==> src/rtl/fifo_wr_arb_if.sv <==
// Write-side bundle between packet producers, the round-robin arbiter and the async FIFO write port.
// The slave modport is the arbiter's view; master is the producer/FIFO side.
interface fifo_wr_arb_if #(
   parameter int unsigned NUM_REQ    = 4,
   parameter int unsigned DATA_WIDTH = 32
);
   localparam int unsigned ID_W = (NUM_REQ > 1) ? $clog2(NUM_REQ) : 1;

   logic [NUM_REQ-1:0]            s_valid;
   logic [NUM_REQ-1:0]            s_last;
   logic [NUM_REQ*DATA_WIDTH-1:0] s_data;
   logic [NUM_REQ-1:0]            s_ready;
   logic                          fifo_wen;
   logic [DATA_WIDTH-1:0]         fifo_din;
   logic                          full;
   logic [ID_W-1:0]               gnt_id;
   logic                          busy;

   modport master (
      output s_valid, s_last, s_data, full,
      input  s_ready, fifo_wen, fifo_din, gnt_id, busy
   );

   modport slave (
      input  s_valid, s_last, s_data, full,
      output s_ready, fifo_wen, fifo_din, gnt_id, busy
   );
endinterface

==> src/rtl/fifo_wr_arb.sv <==
// Round-robin arbiter sharing one FIFO write port among NUM_REQ packet producers.
// A grant lasts until the owner's last beat or MAX_BURST beats, whichever comes first.
module fifo_wr_arb #(
   parameter int unsigned NUM_REQ    = 4,
   parameter int unsigned DATA_WIDTH = 32,
   parameter int unsigned MAX_BURST  = 16
) (
   input logic          wr_clk,
   input logic          wr_rst,
   fifo_wr_arb_if.slave bus
);
   localparam int unsigned ID_W  = (NUM_REQ > 1) ? $clog2(NUM_REQ) : 1;
   localparam int unsigned CNT_W = (MAX_BURST > 1) ? $clog2(MAX_BURST) : 1;
   localparam logic [ID_W-1:0]  LAST_ID   = ID_W'(NUM_REQ - 1);
   localparam logic [CNT_W-1:0] LAST_BEAT = CNT_W'(MAX_BURST - 1);

   typedef enum logic {StIdle, StHold} state_e;

   state_e           state_q, state_d;
   logic [ID_W-1:0]  gnt_id_q, gnt_id_d;
   logic [ID_W-1:0]  rr_ptr_q, rr_ptr_d;
   logic [CNT_W-1:0] beat_cnt_q, beat_cnt_d;
   logic [ID_W-1:0]  pick;
   logic             found;
   int unsigned      rr_idx;
   logic             beat;
   logic             release_now;

   // First valid requester at or above rr_ptr, wrapping at NUM_REQ (need not be a power of two).
   always_comb begin
      pick   = '0;
      found  = 1'b0;
      rr_idx = 0;
      for (int unsigned i = 0; i < NUM_REQ; i++) begin
         rr_idx = 32'(rr_ptr_q) + i;
         if (rr_idx >= NUM_REQ) rr_idx = rr_idx - NUM_REQ;
         if (!found && bus.s_valid[rr_idx[ID_W-1:0]]) begin
            found = 1'b1;
            pick  = rr_idx[ID_W-1:0];
         end
      end
   end

   assign beat        = (state_q == StHold) && bus.s_valid[gnt_id_q] && !bus.full;
   assign release_now = beat && (bus.s_last[gnt_id_q] || (beat_cnt_q == LAST_BEAT));

   always_comb begin
      state_d    = state_q;
      gnt_id_d   = gnt_id_q;
      rr_ptr_d   = rr_ptr_q;
      beat_cnt_d = beat_cnt_q;
      unique case (state_q)
         StIdle: begin
            if (found) begin
               gnt_id_d   = pick;
               beat_cnt_d = '0;
               state_d    = StHold;
            end
         end
         StHold: begin
            if (beat) begin
               beat_cnt_d = beat_cnt_q + 1'b1;
               if (release_now) begin
                  rr_ptr_d = (gnt_id_q == LAST_ID) ? '0 : gnt_id_q + 1'b1;
                  state_d  = StIdle;
               end
            end
         end
      endcase
   end

   // full gates ready combinationally so a write can never slip past it.
   always_comb begin
      bus.s_ready = '0;
      if (state_q == StHold) bus.s_ready[gnt_id_q] = !bus.full;
   end

   assign bus.fifo_wen = beat;
   assign bus.fifo_din = bus.s_data[32'(gnt_id_q) * DATA_WIDTH +: DATA_WIDTH];
   assign bus.gnt_id   = gnt_id_q;
   assign bus.busy     = (state_q == StHold);

   always_ff @(posedge wr_clk or posedge wr_rst) begin
      if (wr_rst) begin
         state_q    <= StIdle;
         gnt_id_q   <= '0;
         rr_ptr_q   <= '0;
         beat_cnt_q <= '0;
      end else begin
         state_q    <= state_d;
         gnt_id_q   <= gnt_id_d;
         rr_ptr_q   <= rr_ptr_d;
         beat_cnt_q <= beat_cnt_d;
      end
   end
endmodule

==> src/flat_wrapper.sv <==
// flat-port wrapper written by rule: the top's interface ports become plain ports
module fifo_wr_arb_flat 
#(
   parameter int unsigned NUM_REQ    = 4,
   parameter int unsigned DATA_WIDTH = 32,
   parameter int unsigned MAX_BURST  = 16
)
  (wr_clk, wr_rst, bus_s_valid, bus_s_last, bus_s_data, bus_full, bus_s_ready, bus_fifo_wen, bus_fifo_din, bus_gnt_id, bus_busy);
  fifo_wr_arb_if #(.NUM_REQ(NUM_REQ), .DATA_WIDTH(DATA_WIDTH)) bus_i ();
  input logic wr_clk;
  input logic wr_rst;
  input wire logic [$bits(bus_i.s_valid)-1:0] bus_s_valid;
  input wire logic [$bits(bus_i.s_last)-1:0] bus_s_last;
  input wire logic [$bits(bus_i.s_data)-1:0] bus_s_data;
  input wire logic [$bits(bus_i.full)-1:0] bus_full;
  output wire logic [$bits(bus_i.s_ready)-1:0] bus_s_ready;
  output wire logic [$bits(bus_i.fifo_wen)-1:0] bus_fifo_wen;
  output wire logic [$bits(bus_i.fifo_din)-1:0] bus_fifo_din;
  output wire logic [$bits(bus_i.gnt_id)-1:0] bus_gnt_id;
  output wire logic [$bits(bus_i.busy)-1:0] bus_busy;
  assign bus_i.s_valid = bus_s_valid;
  assign bus_i.s_last = bus_s_last;
  assign bus_i.s_data = bus_s_data;
  assign bus_i.full = bus_full;
  assign bus_s_ready = bus_i.s_ready;
  assign bus_fifo_wen = bus_i.fifo_wen;
  assign bus_fifo_din = bus_i.fifo_din;
  assign bus_gnt_id = bus_i.gnt_id;
  assign bus_busy = bus_i.busy;
  fifo_wr_arb #(.NUM_REQ(NUM_REQ), .DATA_WIDTH(DATA_WIDTH), .MAX_BURST(MAX_BURST)) u_core (.wr_clk(wr_clk), .wr_rst(wr_rst), .bus(bus_i));
endmodule
==> config.mk <==
export PLATFORM = sky130hd
export DESIGN_NAME = fifo_wr_arb_flat
export DESIGN_NICKNAME = d
export VERILOG_FILES = /design/src/rtl/fifo_wr_arb_if.sv /design/src/rtl/fifo_wr_arb.sv /design/src/flat_wrapper.sv
export SDC_FILE = /design/constraint.sdc
export NUM_CORES = 1
export LEC_CHECK = 0
export ABC_CLOCK_PERIOD_IN_PS = 4870
export BUFFER_PORTS_ARGS = -buffer_cell sky130_fd_sc_hd__buf_2
export CAP_MARGIN = 20
export CORE_AREA = 2 2 69 71
export DETAILED_ROUTE_END_ITERATION = 10
export DIE_AREA = 0 0 71 73
export PLACE_DENSITY = 0.81
export REMOVE_ABC_BUFFERS = 1
export SYNTH_ARGS = -nofsm -noshare
export SYNTH_HDL_FRONTEND = slang
export SYNTH_SLANG_ARGS = --single-unit
==> constraint.sdc <==
create_clock -name wr_clk -period 4.87 [get_ports wr_clk]
set_clock_uncertainty 0.2 [all_clocks]
set_input_delay 0.2435 -clock wr_clk [delete_from_list [all_inputs] [get_ports wr_clk]]
set_output_delay 0.2435 -clock wr_clk [all_outputs]
set_load 0.02 [all_outputs]
### After elaboration in Yosys (flattened, before gate mapping)

Cells that the tools add are included.

* bits in writable memories: 0
* memories: 0
* output and inout port bits: 40
* logic and storage cells: 80
* bits of input ports: 139
* bits in read-only memories: 0
* latch bits: 0
* bits in registers: 9

* $lt $le $gt $ge: 10
* add/sub/neg operators: 9
* bitwise logic cells: 2
* equality and inequality tests: 4
* divide/modulo/power cells: 0
* shift operators: 1
* mux-type cells: 35
* reductions and logical operators: 15
* $mul: 0

Operator list (count)
* variable part select 128 x 8 -> 32 bit: 1
* two-way mux 2 bit: 9
* less-than comparator 2 x 3 -> 1 bit (second input constant): 5
* two-way mux 1 bit: 14
* binary-select mux 1 bit (select 2 bit): 6
* two-way mux 4 bit: 3
* >= comparator 3 bit (second input constant): 3
* case mux 4 bit (2 select lines): 1
* subtractor 2 x 1 -> 2 bit (second input constant): 4
* logical AND 1 bit: 7
* adder 2 x 2 -> 3 bit (second input constant): 2
* adder 4 x 1 -> 4 bit (second input constant): 1
* AND 4 bit: 1
* == test 4 bit (second input constant): 1
* logical NOT 1 bit: 4
* AND reduction 2 bit: 2
* adder 2 x 1 -> 3 bit (second input constant): 1
* >= comparator 2 x 3 -> 1 bit (second input constant): 1
* AND reduction 3 bit: 1
* adder 2 x 1 -> 2 bit (second input constant): 1
* demux 1 bit (select 2 bit): 1
* == test 2 bit (second input constant): 1
* >= comparator 2 x 1 -> 1 bit (second input constant): 1
* != test 2 x 1 -> 1 bit (second input constant): 1
* 4 further kinds: 4

### Depth between registers and ports, before layout

* word-level depth: 16
* mapped depth: 6
* mapped depth without buffers: 4

### Least setup slack after synthesis

No wires, ideal clock.

* path type: register to register
* start point: register u_core.gnt_id_q[0], in the netlist u_core.bus.gnt_id[0]
* end point: register u_core.rr_ptr_q[0]
* clock period less this slack: 2.149 ns
* setup time: 0.125 ns
* cell stages (with the launch flop): 7
* data required time: 4.545 ns
* buffers on the path: 2
* arrival: 1.824 ns
* slack: 2.721 ns
* cell sequence: dfrtp_1 > buf_6 > mux4_2 > and2_4 > buf_6 > o21ai_4 > mux2_4

* word-level cells in the longest chain between the ends: 6
* elaborated cells between the ends (all ways): 12
* classes of those cells: 1 x add/sub; 1 x eq/ne; 5 x mux; 5 x reduce/logical

Ends and longest elaborated chain
* start: declaration: RTL line fifo_wr_arb.sv:20 `logic [ID_W-1:0] gnt_id_q, gnt_id_d;`
* start signal: assignment: RTL line fifo_wr_arb.sv:91 `gnt_id_q <= gnt_id_d;`
* binary-select mux 1 bit (select 2 bit) *: RTL line fifo_wr_arb.sv:44 `assign beat = (state_q == StHold) && bus.s_valid[gnt_id_q] && !bus.full;`
* two-way mux 1 bit (not written as such) *: RTL line fifo_wr_arb.sv:44
* logical AND 1 bit * (2 in series): RTL line fifo_wr_arb.sv:44
* net bus_fifo_wen: RTL line flat_wrapper.sv:17 `output wire logic [$bits(bus_i.fifo_wen)-1:0] bus_fifo_wen;`
* logical AND 1 bit: RTL line fifo_wr_arb.sv:45 `assign release_now = beat && (bus.s_last[gnt_id_q] || (beat_cnt_q == LAST_BEAT));`
* AND reduction 3 bit (no source line) *
* end signal: assignment: RTL line fifo_wr_arb.sv:92 `rr_ptr_q <= rr_ptr_d;`
* end: declaration: RTL line fifo_wr_arb.sv:21 `logic [ID_W-1:0] rr_ptr_q, rr_ptr_d;`

The timed path passes the listed nets; every way through them passes the cells marked *. The select of a mux whose other input is x is not followed.
A chain may end at the register's enable or synchronous reset.

### Final worst setup path

* start point: register u_core.gnt_id_q[1], in the netlist u_core.bus.gnt_id[1]
* end point: output bus_fifo_wen

* word-level cells in the longest chain between the ends: 4

Ends and longest elaborated chain (RTL line)
* binary-select mux 1 bit (select 2 bit): fifo_wr_arb.sv:44
* two-way mux 1 bit (not written as such): fifo_wr_arb.sv:44
* logical AND 1 bit (2 in series): fifo_wr_arb.sv:44
* end: declaration: flat_wrapper.sv:17

Every way passes these cells. The select of a mux whose other input is x is not followed.

==> metrics.md <==
| Metric | Value |
|---|---|
| Antenna cell count | 0 |
| Critical-path maximum fanout | 26 |
| Share of flip-flops with an asynchronous set or reset | 1.00 |
| Fin cells | 333 |
| CP cell instances | buf_4, mux4_2, and2_4, buf_2 |
| I/O Pins | 179 |
| CTS tree | built |
| Via density | 5.14 |
| Number of synthesized flops with an enable pin | 0 |
| Commonest non-fill, non-tap cell in the layout | buf_2 |
| Slowest CP cell | dfrtp_1 |
| I/O Buffers | 178 |
| Worst Setup End Kind | output pin |
| Final Hold Fails | 0 |
| Detail Placement HPWL | 4.68 mm |
| Die height | 73 um |
| Worst Setup Path Type | reg -> out |
| Layout cells sized above 1 | 0.799 |
| Commonest non-fill, non-tap cells in the layout | buf_2 (178), mux4_2 (34), dfrtp_1 (8) |
| DR iter-0 viols | 36 |
| RSZ-0062 raised after global routing | false |
| Routability cong. | 0.867 |
| Share of the synthesized area in the top cell type | 0.538 |
| Mean area per synthesized cell | 13.8 sq um |
| DRT Pass-1 Iters | 6 |
| Die area | 5180 sq um |
| CP required | 4430 ps |
| CORE AREA | 4540 sq um |
| Antenna violations before repair | 0 |
| GRT Residual Overflow | 0 |
| CP Depth | 4 |
| H-tree depth | 1 |
| Leading area contributor after synthesis | mux4_2 |
| Drc violations | 0 |
| Max cap viols | 0 |
| CP top delay family | flip-flops |
| Flops & latches, synth | 9 |
| Hold Worst Slack | 269 ps |
| Largest net degree at the start of global routing | 27 |
| Worst-case clock buffer depth | 2 |
| Clock root buffer master | clkbuf_8 |
| Max Clk Rate | 360 MHz |
| First-pass GRT wire length | 7.71 mm |
| Final ANT Viol Nets | 0 |
| WP data arrival | 2330 ps |
| # setup viols final | 0 |
| CP peak stage delay | 1030 ps |
| Post-Syn Area | 1420 sq um |
| Power Density | 481 nW/um^2 |
| CP startpoint kind | flip-flop |
| Synth-to-layout area growth | 68.5% |
| Post-Place Cells | 328 |
| Final wirelength | 5.35 mm |
| Worst hold path depth | 4 |
| Rel. slew slack | 0.299 |
| Fin nets | 424 |
| Post-synthesis sequential area ratio | 0.158 |
| Leakage power | 1.24 nW |
| Avg WL per Cell | 16.1 um |
| Initial Util | 0.314 |
| Worst IR Drop VDD | 0.339 mV |
| Via count | 1,710 |
| Vias in the first global route | 1,622 |
| HP Class | in -> reg |
| Clk Latency, worst-skew pair | 230 ps |
| Total track usage | 0.186 |
| Die X | 71 um |
| Worst Max-Slew Pin Slew | 1050 ps |
| Clock buffer count from CTS | 3 |
| Buffers and inverters on the worst path | 2 |
| Crit share post-route | 0.570 |
| Row count | 25 |
| Main area contributors after synthesis | mux4_2 (54%), dfrtp_1 (16%), ha_1 (4.4%) |
| Library cells used by synthesis | 29 |
| Fin Setup TNS | 0 ps |
| Ys flop type | dfrtp_1 |
| Worst R2R Path Depth | 5 |
| Post-layout min period | 2770 ps |
| Clock slew at reported path FFs | 40 ps |
| Yosys warns | 0 |
| Final Slew Violations | 0 |
| Status | completed |
| CTS sink cnt | 9 |
| Post-Synthesis Cells | 103 |
==> worst min-delay path: stages <==
cell      delay (ps)
buf_2            170
nand3b_1          90
o221ai_1          70
o21ai_0           80
==> flip-flops by register name, indices dropped and copies added, names as in the netlist <==
register and count:
u_core.bus.busy 1, u_core.beat_cnt_q 4, u_core.bus.gnt_id 2, u_core.rr_ptr_q 2
==> metrics by stage <==
step                cell area, sq um  utilization  setup WS (ps)  power, mW
global placement                2340        0.517           2290       1.06
global route                    2400        0.529           2030       1.23
floorplan                       1370            -           1660      0.819
CTS                             2400        0.529           2080       1.17
detailed placement              2340        0.517           2220       1.08
finish                          2400        0.529           2100       1.16
==> synth_stat cells (2+ instances only) <==
cell type   n
a21oi_1     2
and2_1      4
buf_1       2
buf_2       4
buf_6       2
dfrtp_1     9
ha_1        5
inv_1       5
mux2_4      2
mux2i_1     4
mux4_2     34
nand2_1     7
nand3b_1    2
nor2_1      2
nor2b_1     4
o21ai_0     2
==> what timing repair did <==
item                                   in CTS  in global routing
hold buffers                                1                  0
endpoints found under the hold margin       9                  0
gates resized for setup                     0                  0
setup buffers                               0                  0
==> routing by layer <==
| layer | vias up | GRT usage | wire length [um] |
|---|---|---|---|
| met1 | 814 | 0.231 | 1960 |
| met4 | 0 | 0.0398 | 87 |
| met3 | 9 | 0.0304 | 448 |
| met2 | 101 | 0.342 | 2860 |
| li1 | 786 | - | - |
| met5 | - | 0 | 0 |
==> power breakdown <==
group | internal [mW] | leakage [nW] | switching, mW
Combinational | 0.447 | 1.11 | 0.424
Sequential | 0.103 | 0.112 | 0.0949
Clock | 0.0570 | 0.0228 | 0.0292
Total | 0.607 | 1.24 | 0.549
==> worst paths after layout <==
path | to | from | slack (ps)
max in group asynchronous | u_core.bus.gnt_id[0] | wr_rst | 3840
max | bus_fifo_wen | u_core.bus.gnt_id[1] | 2100
min | u_core.bus.gnt_id[0] | bus_s_valid[0] | 270
min reg2reg | u_core.beat_cnt_q[3] | u_core.beat_cnt_q[3] | 280
max reg2reg | u_core.rr_ptr_q[1] | u_core.bus.gnt_id[1] | 2220
min in group asynchronous | u_core.rr_ptr_q[0] | wr_rst | 350
==> area by class of cell <==
type                            instances  area [sq um]
Tap cell                               54          67.6
Fill cell                             407          2140
Inverter                                5          18.8
Multi-Input combinational cell         80          1130
Clock buffer                            4          45.0
Timing Repair Buffer                  181           916
Sequential cell                         9           226
==> cell families after synthesis <==
kind of cell | after synthesis | synth area share
simple gates | 23 | 0.0879
flops | 9 | 0.158
buf+inv | 14 | 0.0510
mux | 40 | 0.587
compound gates | 12 | 0.0721
fa+ha+maj | 5 | 0.0439
No activity file was read; power rests on OpenSTA's default activity.
